<file path="config.mk">
export PLATFORM = sky130hd
export DESIGN_NAME = abus_slave
export DESIGN_NICKNAME = d
export VERILOG_FILES = /design/src/rtl/abus_slave.sv
export SDC_FILE = /design/constraint.sdc
export NUM_CORES = 1
export LEC_CHECK = 0
export CORE_UTILIZATION = 49
export DETAILED_ROUTE_END_ITERATION = 6
export PLACE_DENSITY = 0.94
export SLEW_MARGIN = 20
export SYNTH_ARGS = -nofsm -noshare
export SYNTH_HDL_FRONTEND = slang
export SYNTH_SLANG_ARGS = --single-unit
</file>
<file path="constraint.sdc">
create_clock -name abus_clk -period 4.4 [get_ports abus_clk]
set_clock_uncertainty 0.15 [all_clocks]
set_input_delay 0.66 -clock abus_clk [delete_from_list [all_inputs] [get_ports abus_clk]]
set_output_delay 0.66 -clock abus_clk [all_outputs]
set_load 0.005 [all_outputs]
</file>
<file path="src/rtl/abus_slave.sv">
// Responder end of the abus handshake: decodes requests in its address window and turns
// each into one strobed local register access, with wait states, abort and timeout.
module abus_slave #(
  parameter int unsigned                ADDR_WIDTH   = 16,
  parameter int unsigned                DATA_WIDTH   = 16,
  parameter logic [ADDR_WIDTH-1:0]      BASE_ADDR    = '0,
  parameter int unsigned                WINDOW_BITS  = 8,
  parameter int unsigned                MAX_WAIT     = 15,
  parameter logic [DATA_WIDTH-1:0]      TIMEOUT_DATA = '1
) (
  input  logic                   abus_clk,
  input  logic                   abus_rstb,
  input  logic                   abus_sreq,
  input  logic [2:0]             abus_smid,
  input  logic                   abus_swrite,
  input  logic                   abus_sread,
  input  logic                   abus_sabort,
  input  logic [ADDR_WIDTH-1:0]  abus_saddress,
  input  logic [DATA_WIDTH-1:0]  abus_swdata,
  output logic                   abus_sack,
  output logic [DATA_WIDTH-1:0]  abus_srdata,
  output logic                   reg_wen,
  output logic                   reg_ren,
  output logic [WINDOW_BITS-1:0] reg_addr,
  output logic [DATA_WIDTH-1:0]  reg_wdata,
  input  logic [DATA_WIDTH-1:0]  reg_rdata,
  input  logic                   reg_ready,
  output logic [2:0]             owner_mid,
  output logic                   timeout
);

  localparam int unsigned      CntW   = $clog2(MAX_WAIT + 1);
  localparam logic [CntW-1:0]  CntMax = CntW'(MAX_WAIT);

  typedef enum logic [1:0] {StIdle, StAccess, StAck, StAbort} state_e;

  state_e                  state_q;
  logic [CntW-1:0]         wait_cnt_q;
  logic                    is_read_q;
  logic [DATA_WIDTH-1:0]   rdata_q;
  logic                    hit;
  logic                    cnt_max;

  assign hit = abus_sreq &&
               (abus_saddress[ADDR_WIDTH-1:WINDOW_BITS] == BASE_ADDR[ADDR_WIDTH-1:WINDOW_BITS]);
  assign cnt_max = (wait_cnt_q == CntMax);

  always_ff @(posedge abus_clk or negedge abus_rstb) begin
    if (!abus_rstb) begin
      state_q     <= StIdle;
      wait_cnt_q  <= '0;
      is_read_q   <= 1'b0;
      rdata_q     <= '0;
      abus_sack   <= 1'b0;
      abus_srdata <= '0;
      reg_wen     <= 1'b0;
      reg_ren     <= 1'b0;
      reg_addr    <= '0;
      reg_wdata   <= '0;
      owner_mid   <= '0;
      timeout     <= 1'b0;
    end else begin
      reg_wen     <= 1'b0;
      reg_ren     <= 1'b0;
      timeout     <= 1'b0;
      abus_sack   <= 1'b0;
      abus_srdata <= '0;
      case (state_q)
        StIdle: begin
          if (hit && abus_sabort) begin
            // Stray abort: acknowledge with zero data, nothing reaches the register bank
            state_q <= StAck;
            rdata_q <= '0;
          end else if (hit && (abus_swrite ^ abus_sread)) begin
            state_q    <= StAccess;
            reg_addr   <= abus_saddress[WINDOW_BITS-1:0];
            reg_wdata  <= abus_swdata;
            owner_mid  <= abus_smid;
            reg_wen    <= abus_swrite;
            reg_ren    <= abus_sread;
            is_read_q  <= abus_sread;
            rdata_q    <= '0;
            wait_cnt_q <= '0;
          end
        end
        StAccess: begin
          if (reg_ready) begin
            state_q <= StAck;
            if (is_read_q) rdata_q <= reg_rdata;
          end else if (abus_sabort) begin
            // The local access is already issued; drain it before acking with zero data
            state_q <= StAbort;
          end else if (cnt_max) begin
            state_q <= StAck;
            timeout <= 1'b1;
            if (is_read_q) rdata_q <= TIMEOUT_DATA;
          end else begin
            wait_cnt_q <= wait_cnt_q + CntW'(1);
          end
        end
        StAbort: begin
          rdata_q <= '0;
          if (reg_ready) begin
            state_q <= StAck;
          end else if (cnt_max) begin
            state_q <= StAck;
            timeout <= 1'b1;
          end else begin
            wait_cnt_q <= wait_cnt_q + CntW'(1);
          end
        end
        StAck: begin
          if (abus_sreq) begin
            abus_sack   <= 1'b1;
            abus_srdata <= rdata_q;
          end else begin
            state_q <= StIdle;
          end
        end
        default: state_q <= StIdle;
      endcase
    end
  end

endmodule

</file>
==> metrics.txt <==
status completed; Yosys top cell by area dfrtp_1; Worst Path Max Fanout 28; synthesis-to-finish area growth 39.2%; final worst-path cycle share 64.2%; DRC violations left 0; Synth top cells by count 70 x dfrtp_1, 32 x o21ai_0, 20 x mux2_4; DR iter-0 viols 100; sequential area share after synthesis about 57%; initial core utilization 51.4%; Post-CTS Setup Bufs 0; Hold Fails Final Rpt 0; Critical Path Max Stage Delay 730 ps; Logic pwr share 30.6%; fmax about 0.35 GHz; CTS tree yes; Worst EP arrival approximately 2900 ps; Flop pwr share ~45%; mean post-synth cell area 12.9 sq um; initial antenna violation count 0; Inserted Diodes 0; pre-CTS setup slack 1240 ps; largest net degree at the start of global routing 50; routed vias 2261; FF-to-FF path depth 6; top post-synthesis cells by area dfrtp_1 57%, mux2_4 9.8%, o21ai_0 5.2%; distinct cell type count after synthesis 39; met3 WL 471 um; # resized after CTS 0; HPWL Detailed ~5.1 mm; switching pwr about 0.59 mW; Root Buffer clkbuf_8; I/O Buffers around 100; Setup violations, final 0; nets@finish 404; CTS Buffer Depth 2; grt ovf 0; WP buf/inv 2; CTS Hold Bufs 0; Clk pwr share around a quarter; syn nets approximately 300; Worst Setup Start Kind input pin; Overall Global Routing Usage 22.3%; ANT nets after route 0; Hold Path Class input pin to async pin; met2 WL between 3 and 4 mm; Cell Int Power 1.16 mW; WL final 6.98 mm; Setup WS post-layout 1580 ps; post-layout util 71.5%; cell count after synthesis 237; cts bufs inserted 9; WL/cell 16.7 um; IO Pins approximately 110; via/cell ratio about 5.4; Max IR drop VDD 0.207 mV; max-cap violations 0; pwr dens 409 nW/um^2; Row Count 28; Worst setup EP type register; Layout fillers 389; most common cell in the netlist dfrtp_1; worst path required time 4470 ps; CP max-delay cell clkdlybuf4s50_1; Slew headroom 38.1%; switching share of power roughly 34%; Die Span X 81.0 um; GP Congestion 0.840; Lkg Pwr ~1.9 nW; Synth Flop Type dfrtp_1; Metal-1 WL 2.85 mm; die height around 81 um; Clock Sinks 70; Core Region roughly 6000 sq um; Cell Chain, Critical Path clkdlybuf4s50_1 > nor3b_2 > nand4_1 > nor3b_4 > buf_4 > mux2_2; DIE AREA 6570 sq um; Clk Latency, worst-skew pair around 340 ps; H-Tree Depth 3; synth warn 0; crit-path leading delay family buffers and inverters; post-synth design cell area 3060 sq um; Seq cells post-synth 70; Top Metal Used met4; first-pass GRT wire length 10.6 mm; crit path time final 2820 ps; Final Slew Violations 0; vias in the first global route roughly 2.1k; RSZ-0062 raised after global routing false; EDFF count, synth 0; post-synth top area share 57.2%; Pre-Repair DR Iteration Count 4; Slew @ Worst Pin 929 ps; kind of critical path input pin to register; ys async rst share 100%; critical path depth 6; share of layout cells above drive strength 1 14.3%; Reg clk slew, reported paths 70 ps; setup TNS 0 ps
## cell usage in the layout, fill, tap and decap left out, types with 3 or more instances in the layout
cell / instances
clkdlybuf4s50_1: 103
dfrtp_1: 70
o21ai_0: 32
mux2_4: 20
and3_1: 16
o31ai_1: 16
nor2_1: 10
clkbuf_8: 10
mux2_2: 8
ha_1: 6
inv_1: 4
and2_1: 4
nand3_1: 4
a21oi_1: 3
nand2_1: 3
buf_4: 3
## layer usage
| layer | track usage, % | vias up |
|---|---|---|
| li1 | - | 1065 |
| met1 | 27.2 | 1081 |
| met2 | 36.6 | 101 |
| met3 | 6.40 | 14 |
| met4 | 10.4 | 0 |
| met5 | 0 | - |
## state kept, by name (all words and copies together), names as in the netlist
| register | flops |
|---|---|
| reg_wdata | 16 |
| timeout | 1 |
| abus_sack | 1 |
| abus_srdata | 16 |
| reg_ren | 1 |
| state_q | 2 |
| reg_addr | 8 |
| reg_wen | 1 |
| wait_cnt_q | 4 |
| is_read_q | 1 |
| rdata_q | 16 |
| owner_mid | 3 |
## cell type report
type                    instances  area (sq um)  area share (%)
flip-flops and latches         70          1750            41.1
multi-input cells             149          1190            28.0
repair buffers                106          1050            24.7
clock buffers                  12           145            3.41
well taps                      75          93.8            2.20
inverters                       4          15.0           0.352
clock inverters                 2          10.0           0.235
## cells by family (layout without fill, tap and decap cells)
kind of cell | Yosys count | count (layout) | share of synthesized area [%]
fa+ha+maj | 6 | 6 | 2.45
xor+xnor | 1 | 1 | 0.286
mux | 30 | 30 | 13.5
simple gates | 46 | 46 | 9.04
compound gates | 66 | 66 | 13.5
flops | 70 | 70 | 57.2
buf+inv | 18 | 124 | 4.05
## power groups by stage
| stage | registers [mW] | clock network (mW) | logic [mW] |
|---|---|---|---|
| after floorplan | 0.777 | 0 | 0.381 |
| after global placement | 0.789 | 0 | 0.495 |
| after detailed placement | 0.794 | 0 | 0.526 |
| after CTS | 0.783 | 0.434 | 0.531 |
| after global routing | 0.794 | 0.463 | 0.596 |
| final | 0.786 | 0.422 | 0.534 |
## through the flow
stage	cell area [sq um]	std cells	power [mW]	hold slack [ps]
after global routing	4260	418	1.85	228
after CTS	4260	418	1.75	363
after floorplan	3060	237	1.16	214
final	4260	418	1.74	170
after global placement	4100	404	1.28	335
after detailed placement	4100	404	1.32	348
## final timing paths
path | startpoint | end | slack (ps)
setup / recovery | abus_sreq | reg_wdata[6] | 1580
min in group abus_clk | reg_wdata[1] | reg_wdata[1] | 360
hold reg to reg | reg_wdata[1] | reg_wdata[1] | 360
hold / removal | abus_rstb | reg_wdata[8] | 170
max in group asynchronous | abus_rstb | reg_wdata[6] | 3220
setup reg to reg | state_q[1] | rdata_q[1] | 1710
Power figures use the tool's default switching activity.
